### src/rtl/gb80_pkg.sv
// Shared opcodes, register codes, pair indices and sequencer states.
// States RD2/WR2 exist only when GB80_PAIR_OPS_EN is defined.
package gb80_pkg;

    typedef enum logic [1:0] {
        OpMove    = 2'd0,
        OpLoadi8  = 2'd1,
        OpLoadi16 = 2'd2,
        OpRead16  = 2'd3
    } op_e;

    localparam logic [2:0] RegB   = 3'd0;
    localparam logic [2:0] RegC   = 3'd1;
    localparam logic [2:0] RegD   = 3'd2;
    localparam logic [2:0] RegE   = 3'd3;
    localparam logic [2:0] RegH   = 3'd4;
    localparam logic [2:0] RegL   = 3'd5;
    localparam logic [2:0] RegMem = 3'd6;
    localparam logic [2:0] RegA   = 3'd7;

    localparam logic [1:0] PairBc = 2'd0;
    localparam logic [1:0] PairDe = 2'd1;
    localparam logic [1:0] PairHl = 2'd2;

    typedef enum logic [2:0] {
        StIdle,
        StRd,
`ifdef GB80_PAIR_OPS_EN
        StRd2,
`endif
        StLat,
        StWr,
`ifdef GB80_PAIR_OPS_EN
        StWr2,
`endif
        StRsp
    } state_e;

endpackage

### src/rtl/reg_pair_decode.sv
// Translates a register-pair index into its {hi,lo} register codes.
// Indices outside BC/DE/HL raise o_illegal with zero codes.
module reg_pair_decode
    import gb80_pkg::*;
#(
    parameter int ADDRESS_WIDTH = 3
) (
    input  logic [ADDRESS_WIDTH-1:0] i_pair,
    output logic [ADDRESS_WIDTH-1:0] o_hi,
    output logic [ADDRESS_WIDTH-1:0] o_lo,
    output logic                     o_illegal
);

    always_comb begin
        o_hi      = '0;
        o_lo      = '0;
        o_illegal = 1'b0;
        case (i_pair)
            ADDRESS_WIDTH'(PairBc): begin
                o_hi = ADDRESS_WIDTH'(RegB);
                o_lo = ADDRESS_WIDTH'(RegC);
            end
            ADDRESS_WIDTH'(PairDe): begin
                o_hi = ADDRESS_WIDTH'(RegD);
                o_lo = ADDRESS_WIDTH'(RegE);
            end
            ADDRESS_WIDTH'(PairHl): begin
                o_hi = ADDRESS_WIDTH'(RegH);
                o_lo = ADDRESS_WIDTH'(RegL);
            end
            default: o_illegal = 1'b1;
        endcase
    end

endmodule

### src/rtl/register_sequencer.sv
// Turns MOVE/LOADI8/LOADI16/READ16 commands into register-file strobes and one response.
// Pair ops (LOADI16/READ16) are enabled by GB80_PAIR_OPS_EN, otherwise rejected as errors.
module register_sequencer
    import gb80_pkg::*;
#(
    parameter int DATA_WIDTH    = 8,
    parameter int ADDRESS_WIDTH = 3
) (
    input  logic                      i_clk,
    input  logic                      i_reset,
    input  logic                      i_cmd_valid,
    output logic                      o_cmd_ready,
    input  logic [1:0]                i_cmd_op,
    input  logic [ADDRESS_WIDTH-1:0]  i_cmd_dst,
    input  logic [ADDRESS_WIDTH-1:0]  i_cmd_src,
    input  logic [2*DATA_WIDTH-1:0]   i_cmd_imm,
    output logic                      o_rf_wr_en,
    output logic                      o_rf_rd_en,
    output logic [ADDRESS_WIDTH-1:0]  o_rf_addr,
    output logic [DATA_WIDTH-1:0]     o_rf_data,
    input  logic [DATA_WIDTH-1:0]     i_rf_data,
    output logic                      o_rsp_valid,
    input  logic                      i_rsp_ready,
    output logic [2*DATA_WIDTH-1:0]   o_rsp_data,
    output logic                      o_rsp_err
);

    localparam logic [ADDRESS_WIDTH-1:0] MemCode = ADDRESS_WIDTH'(RegMem);

    state_e                    r_state;
    op_e                       r_op;
    logic [ADDRESS_WIDTH-1:0]  r_dst;
    logic                      r_cmd_ready;
    logic                      r_wr_en;
    logic                      r_rd_en;
    logic [ADDRESS_WIDTH-1:0]  r_addr;
    logic [DATA_WIDTH-1:0]     r_wdata;
    logic                      r_rsp_valid;
    logic [2*DATA_WIDTH-1:0]   r_rsp_data;
    logic                      r_rsp_err;
    logic                      w_illegal;

`ifdef GB80_PAIR_OPS_EN
    logic [ADDRESS_WIDTH-1:0]  w_hi;
    logic [ADDRESS_WIDTH-1:0]  w_lo;
    logic                      w_pair_illegal;
    logic [ADDRESS_WIDTH-1:0]  r_lo;
    logic [DATA_WIDTH-1:0]     r_imm_lo;
    logic [DATA_WIDTH-1:0]     r_byte_hi;

    reg_pair_decode #(
        .ADDRESS_WIDTH (ADDRESS_WIDTH)
    ) u_pair_decode (
        .i_pair    (i_cmd_dst),
        .o_hi      (w_hi),
        .o_lo      (w_lo),
        .o_illegal (w_pair_illegal)
    );
`else
    logic w_unused_imm_hi;
    assign w_unused_imm_hi = ^i_cmd_imm[2*DATA_WIDTH-1:DATA_WIDTH];
`endif

    always_comb begin
        w_illegal = 1'b0;
        case (op_e'(i_cmd_op))
            OpMove:   w_illegal = (i_cmd_dst == MemCode) || (i_cmd_src == MemCode);
            OpLoadi8: w_illegal = (i_cmd_dst == MemCode);
`ifdef GB80_PAIR_OPS_EN
            default:  w_illegal = w_pair_illegal;
`else
            default:  w_illegal = 1'b1;
`endif
        endcase
    end

    // Strobes default low each cycle, so addr/data return to zero whenever no strobe is driven.
    always_ff @(posedge i_clk or posedge i_reset) begin
        if (i_reset) begin
            r_state     <= StIdle;
            r_op        <= OpMove;
            r_dst       <= '0;
            r_cmd_ready <= 1'b0;
            r_wr_en     <= 1'b0;
            r_rd_en     <= 1'b0;
            r_addr      <= '0;
            r_wdata     <= '0;
            r_rsp_valid <= 1'b0;
            r_rsp_data  <= '0;
            r_rsp_err   <= 1'b0;
`ifdef GB80_PAIR_OPS_EN
            r_lo        <= '0;
            r_imm_lo    <= '0;
            r_byte_hi   <= '0;
`endif
        end else begin
            r_wr_en <= 1'b0;
            r_rd_en <= 1'b0;
            r_addr  <= '0;
            r_wdata <= '0;
            case (r_state)
                StIdle: begin
                    if (r_cmd_ready && i_cmd_valid) begin
                        r_cmd_ready <= 1'b0;
                        r_op        <= op_e'(i_cmd_op);
                        r_dst       <= i_cmd_dst;
`ifdef GB80_PAIR_OPS_EN
                        r_lo        <= w_lo;
                        r_imm_lo    <= i_cmd_imm[DATA_WIDTH-1:0];
`endif
                        if (w_illegal) begin
                            r_state     <= StRsp;
                            r_rsp_valid <= 1'b1;
                            r_rsp_err   <= 1'b1;
                            r_rsp_data  <= '0;
                        end else begin
                            case (op_e'(i_cmd_op))
                                OpMove: begin
                                    r_state <= StRd;
                                    r_rd_en <= 1'b1;
                                    r_addr  <= i_cmd_src;
                                end
                                OpLoadi8: begin
                                    r_state <= StWr;
                                    r_wr_en <= 1'b1;
                                    r_addr  <= i_cmd_dst;
                                    r_wdata <= i_cmd_imm[DATA_WIDTH-1:0];
                                end
`ifdef GB80_PAIR_OPS_EN
                                OpLoadi16: begin
                                    r_state <= StWr;
                                    r_wr_en <= 1'b1;
                                    r_addr  <= w_hi;
                                    r_wdata <= i_cmd_imm[2*DATA_WIDTH-1:DATA_WIDTH];
                                end
                                OpRead16: begin
                                    r_state <= StRd;
                                    r_rd_en <= 1'b1;
                                    r_addr  <= w_hi;
                                end
`endif
                                default: r_state <= StIdle;
                            endcase
                        end
                    end else begin
                        r_cmd_ready <= 1'b1;
                    end
                end
                StRd: begin
`ifdef GB80_PAIR_OPS_EN
                    if (r_op == OpRead16) begin
                        r_state <= StRd2;
                        r_rd_en <= 1'b1;
                        r_addr  <= r_lo;
                    end else
`endif
                    r_state <= StLat;
                end
`ifdef GB80_PAIR_OPS_EN
                StRd2: begin
                    r_byte_hi <= i_rf_data;
                    r_state   <= StLat;
                end
`endif
                StLat: begin
                    if (r_op == OpMove) begin
                        r_state <= StWr;
                        r_wr_en <= 1'b1;
                        r_addr  <= r_dst;
                        r_wdata <= i_rf_data;
                    end else begin
                        r_state     <= StRsp;
                        r_rsp_valid <= 1'b1;
`ifdef GB80_PAIR_OPS_EN
                        r_rsp_data  <= {r_byte_hi, i_rf_data};
`else
                        r_rsp_data  <= {{DATA_WIDTH{1'b0}}, i_rf_data};
`endif
                    end
                end
                StWr: begin
`ifdef GB80_PAIR_OPS_EN
                    if (r_op == OpLoadi16) begin
                        r_state   <= StWr2;
                        r_wr_en   <= 1'b1;
                        r_addr    <= r_lo;
                        r_wdata   <= r_imm_lo;
                        r_byte_hi <= r_wdata;
                    end else
`endif
                    begin
                        r_state     <= StRsp;
                        r_rsp_valid <= 1'b1;
                        r_rsp_data  <= {{DATA_WIDTH{1'b0}}, r_wdata};
                    end
                end
`ifdef GB80_PAIR_OPS_EN
                StWr2: begin
                    r_state     <= StRsp;
                    r_rsp_valid <= 1'b1;
                    r_rsp_data  <= {r_byte_hi, r_wdata};
                end
`endif
                StRsp: begin
                    if (i_rsp_ready) begin
                        r_state     <= StIdle;
                        r_cmd_ready <= 1'b1;
                        r_rsp_valid <= 1'b0;
                        r_rsp_err   <= 1'b0;
                        r_rsp_data  <= '0;
                    end
                end
                default: begin
                    r_state     <= StIdle;
                    r_cmd_ready <= 1'b1;
                end
            endcase
        end
    end

    assign o_cmd_ready = r_cmd_ready;
    assign o_rf_wr_en  = r_wr_en;
    assign o_rf_rd_en  = r_rd_en;
    assign o_rf_addr   = r_addr;
    assign o_rf_data   = r_wdata;
    assign o_rsp_valid = r_rsp_valid;
    assign o_rsp_data  = r_rsp_data;
    assign o_rsp_err   = r_rsp_err;

endmodule

### config.mk
export PLATFORM = sky130hd
export DESIGN_NAME = register_sequencer
export DESIGN_NICKNAME = d
export VERILOG_FILES = /design/src/rtl/gb80_pkg.sv /design/src/rtl/reg_pair_decode.sv /design/src/rtl/register_sequencer.sv
export SDC_FILE = /design/constraint.sdc
export NUM_CORES = 1
export LEC_CHECK = 0
export BUFFER_PORTS_ARGS = -buffer_cell sky130_fd_sc_hd__buf_2
export CORE_MARGIN = 2
export CORE_UTILIZATION = 30
export CTS_CLUSTER_SIZE = 14
export DETAILED_ROUTE_END_ITERATION = 12
export PLACE_DENSITY = 0.52
export SLEW_MARGIN = 10
export SYNTH_ARGS = -nofsm -noshare
export SYNTH_HDL_FRONTEND = slang
export SYNTH_HIERARCHICAL = 1
export SYNTH_SLANG_ARGS = --single-unit
### constraint.sdc
create_clock -name i_clk -period 2.2 [get_ports i_clk]
set_input_delay 0.33 -clock i_clk [delete_from_list [all_inputs] [get_ports i_clk]]
set_output_delay 0.33 -clock i_clk [all_outputs]
set_load 0.01 [all_outputs]
# Word-level counts from Yosys, hierarchy flattened

Cells that the tools add are included.

Equality and inequality tests: 11
Mux-type cells: 40
Bitwise logic cells: 1
Reductions and logical operators: 13

Operators with widths:

| kind                                          | count |
|---|---|
| two-way mux 16 bit                            | 4 |
| one-hot mux 16 bit (4 select lines)           | 1 |
| two-way mux 8 bit                             | 4 |
| two-way mux 3 bit                             | 7 |
| one-hot mux 8 bit (2 select lines)            | 1 |
| one-hot mux 3 bit (5 select lines)            | 1 |
| two-way mux 1 bit                             | 14 |
| one-hot mux 3 bit (2 select lines)            | 2 |
| == test 3 bit, second input constant          | 3 |
| inequality test 2 bit, second input constant  | 4 |
| == test 3 x 2 -> 1 bit, second input constant | 2 |
| one-hot mux 1 bit (2 select lines)            | 3 |
| AND reduction 2 bit                           | 3 |
| AND reduction 5 bit                           | 1 |
| logical NOT 2 bit                             | 2 |
| one-hot mux 1 bit (4 select lines)            | 1 |
| one-hot mux 2 bit (2 select lines)            | 1 |
| AND reduction 4 bit                           | 1 |
| nonzero test 4 bit                            | 1 |
| == test 3 x 1 -> 1 bit, second input constant | 1 |
| logical NOT 3 bit                             | 1 |
| one-hot mux 1 bit (3 select lines)            | 1 |
| OR reduction 3 bit                            | 1 |
| == test 2 x 1 -> 1 bit, second input constant | 1 |
| other kinds (4)                               | 4 |

Register bits after elaboration: 40
Input port bits: 36

# Depth between registers and ports, before layout

Word-level depth: 6
Depth in mapped cells: 6
Mapped depth without buffers: 4

# Worst setup path after synthesis

OpenSTA, ideal clock, no wires.

Path type: input to register
Start point: input port i_cmd_op[0]
End point: register r_rsp_data[0] (netlist: o_rsp_data[0])
Library setup time: 0.125 ns
Arrival: 1.553 ns
Required time: 2.075 ns
Slack: 0.522 ns
Stages: 5
Buffers on the path: 2
Cell sequence: buf_4 -> o311ai_0 -> o311a_1 -> buf_6 -> mux2_4

Word-level cells in the longest chain between the ends: 4
Elaborated cells between the ends (all ways): 5

Ends and longest elaborated chain:

| item                                                        | line                      | RTL |
|---|---|---|
| start: declaration                                          | register_sequencer.sv:13  | `input logic [1:0] i_cmd_op,` |
| == test 2 x 1 -> 1 bit or logical NOT 2 bit (tied branches) | register_sequencer.sv:66  | `case (op_e'(i_cmd_op))` |
| one-hot mux 1 bit (2 select lines) *                        | register_sequencer.sv:66  |  |
| inequality test 2 bit (no line) *                           | --                        |  |
| AND reduction 5 bit (no line) *                             | --                        |  |
| end signal: assignment                                      | register_sequencer.sv:177 | `r_rsp_data <= {{DATA_WIDTH{1'b0}}, i_rf_data};` |
| end signal: assignment                                      | register_sequencer.sv:194 | `r_rsp_data <= {{DATA_WIDTH{1'b0}}, r_wdata};` |
| end: declaration                                            | register_sequencer.sv:39  | `logic [2*DATA_WIDTH-1:0] r_rsp_data;` |

Every way passes the cells marked *; elsewhere a longest branch is shown, timed or not.
A chain may end at the register's enable or synchronous reset.

# Worst setup path in the final report

Start point: register r_state[2]
End point: register r_rsp_data[6] (netlist: o_rsp_data[6])

Word-level cells in the longest chain between the ends: 3
Elaborated cells between the ends (all ways): 11

Ends and longest elaborated chain:

| item                                                                  | line                      | RTL |
|---|---|---|
| start: declaration                                                    | register_sequencer.sv:30  | `state_e r_state;` |
| start signal: assignment                                              | register_sequencer.sv:80  | `r_state <= StIdle;` |
| start signal: assignment                                              | register_sequencer.sv:112 | `r_state <= StRsp;` |
| start signal: assignment                                              | register_sequencer.sv:119 | `r_state <= StRd;` |
| == test 3 bit (tied with other cells)                                 | register_sequencer.sv:101 | `case (r_state)` |
| nonzero test 4 bit (no line) or inequality test 2 bit (tied branches) | --                        |  |
| AND reduction 5 bit (no line)                                         | --                        |  |

Parallel ways exist; a longest one is shown, timed or not.

==> out/summary.txt <==
status - finished, final reports clean
Slowest cell on crit path - dfrtp_1
largest stage delay on the critical path - 0.50 ns
Synth Register Bits - 32
Cell Pwr Density - 1250 nW/um^2
Max Clock Skew - 0.00295 ns
Core Region - 5070 um^2
clk slew on worst S/H paths - 0.07 ns
area leader, netlist - dfrtp_1
CTS sink count - 32
Final Hold Viols - 0
DR top layer - met4
logic gate share of total power - 39.8%
Sequential Power Share - 35.7%
RSZ-0062 raised after global routing - no
row cnt - 26
Die H - 76.1 um
drc violations - 0
hold_buf cts - 0
CTS H-tree lvls - 2
cell count after synthesis - 124
count leader, synth - dfrtp_1
Period minus WS final - 1.78 ns
reg2reg setup slack - 0.42 ns
LEAKAGE - 1.04 nW
Buffers on Ports - 51
DR iter-0 viols - 45
critical path class - reg -> reg
Yosys cell types - 33
CP cell instances - nand3b_1 -> nand3_1 -> o311a_1 -> buf_12 -> mux2_2
Crit path required time - 2.36 ns
Hold/Removal Path Class - in -> async
HPWL Detailed - 2460 um
Detail Route met3 WL - 234 um
GRT Residual Overflow - 0
Async SR Flop Fraction - 100%
sequential-to-total area share from yosys stat - 51.4%
clock buffer depth - 2
Cell Area, Synth - 1560 um^2
Starting Density - 30.7%
setup_tns - 0 ns
GRT Total Usage - 12.5%
Setup crit start kind - flop
Period Utilization, post-route - 80.8%
switching share of total power - 32.7%
DR WL/cell - 13.5 um
met2 routed WL - 1600 um
M1 WL - 1540 um
Crit. Startpoint - r_state[2]
crit-path max FO - 11
postcts setup bufs - 0
relative slew slack - 63.1%
r2r startpoint - r_state[2]
worst-margin pin slew - 0.551 ns
die footprint - 5790 um^2
Worst R2R Path Depth - 5
cts repair resizes - 0
Max Slew Vio Count - 0
cts bufs inserted - 5
reg-to-reg endpoint - o_rsp_data[6]
post-synth top area share - 51.4%
ant diodes - 0
Max Fclk - 563 MHz
pin count of the biggest net entering global routing - 33
Worst EP arrival - 1.94 ns
number of global-route vias before repair - 1228
Int Power - 1.69 mW
top cells by count, synth - dfrtp_1, a22o_1, buf_4, mux2_4
Post-Route WL - 3410 um
CTS tree - done
total net switching power - 0.819 mW
mean post-synth cell area - 12.6 um^2
Clk Latency, worst-skew pair - 0.28 ns
Final nets - 218
ys flop type - dfrtp_1
final core occ - 39.5%
post-route ant nets - 0
endpoints failing setup - 0
root buffer cell - clkbuf_8
first-pass GRT wire length - 5820 um
layout cell share with drive strength beyond 1 - 50.3%
I/O pin total - 68
initial antenna violation count - 0
gpl congestion - 0.786
fillers - 527
max-cap violations - 0
clock network fraction of total power - 24.5%
routed vias - 1170
Placed Area - 1880 um^2
peak supply drop - 0.000616 V
Synth area leaders - dfrtp_1, mux2_4, a22o_1
EDFF count, synth - 0
Warnings, synthesis - 6
Worst Setup End Kind - flop
Syn-to-layout area delta - 28.7%
drt pass-1 iters - 3
Avg Vias per Cell - 4.62
Die W - 76.1 um
design area - 2010 um^2
-- how the worst max path moves through the flow --
stage	endpoint	slack, ns
finish	o_rsp_data[6]	0.42
global route	o_rsp_data[6]	0.36
CTS	o_rsp_data[6]	0.41
detailed placement	o_rsp_data[6]	0.28
global placement	o_rsp_data[6]	0.28
floorplan	o_rsp_data[0]	0.52
-- placed cells by master, fill, tap and decap left out, drive strengths merged, types with 2 or more instances in the layout --
cell type / Yosys / layout
buf: 13 / 57
dfrtp: 32 / 32
a22o: 16 / 16
mux2: 14 / 14
conb: 1 / 8
nor2: 8 / 8
nand2: 7 / 7
clkbuf: 0 / 7
inv: 4 / 4
mux2i: 3 / 3
nor3b: 3 / 3
nand3b: 2 / 2
nand3: 2 / 2
o31ai: 2 / 2
o311a: 2 / 2
a31oi: 2 / 2
o21ai: 2 / 2
or2: 2 / 2
nor3: 2 / 2
a21oi: 2 / 2
-- critical path, delay by kind of cell, from the launching register on --
family          cells  cell delay, ns
mux                 1            0.33
flops               1            0.50
simple gates        2            0.44
buf+inv             1            0.16
compound gates      1            0.22
-- power by group through the flow --
stage	logic [mW]	clock network [mW]	registers [mW]
2_1_floorplan	0.701	0	0.917
3_3_place_gp	1.00	0	0.898
3_5_place_dp	1.01	0	0.905
4_1_cts	1.01	0.636	0.896
5_1_grt	1.09	0.664	0.923
6_report	0.997	0.614	0.894
-- area by class of cell --
type / instances / area [um^2] / area share [%]
clock buffers: 7 / 96.3 / 4.80
clock inverters: 1 / 30.0 / 1.50
inverters: 4 / 15.0 / 0.749
multi-input cells: 82 / 663 / 33.1
flip-flops and latches: 32 / 801 / 39.9
well taps: 70 / 87.6 / 4.37
repair buffers: 57 / 313 / 15.6
-- cells by family after synthesis --
family          share of synthesized area (%)
flops                                    51.4
compound gates                           16.3
simple gates                             10.4
mux                                      14.0
buf+inv                                  7.78
other cells                             0.241
-- stage by stage --
stage,setup slack [ns],hold slack (ns),instances,total power [mW]
after global placement,0.276,0.436,245,1.90
after floorplan,0.522,0.428,131,1.62
after detailed placement,0.276,0.440,245,1.92
after CTS,0.411,0.128,253,2.54
final,0.423,0.126,253,2.51
after global routing,0.355,0.178,253,2.67
-- flip-flops by register name, summed over array words and instances, names as in the netlist --
| signal | cells |
|---|---|
| o_rsp_data | 8 |
| o_rsp_valid | 1 |
| o_cmd_ready | 1 |
| r_state | 3 |
| o_rsp_err | 1 |
| r_dst | 3 |
| o_rf_data | 8 |
| o_rf_wr_en | 1 |
| r_op | 2 |
| o_rf_addr | 3 |
| o_rf_rd_en | 1 |
-- routing by layer --
metal  up-vias  global-route usage (%)
met4         0                    3.82
met2        41                    20.7
met3         7                    4.50
li1        550                       -
met5         -                       0
met1       572                    15.4
Power figures use the tool's default switching activity.
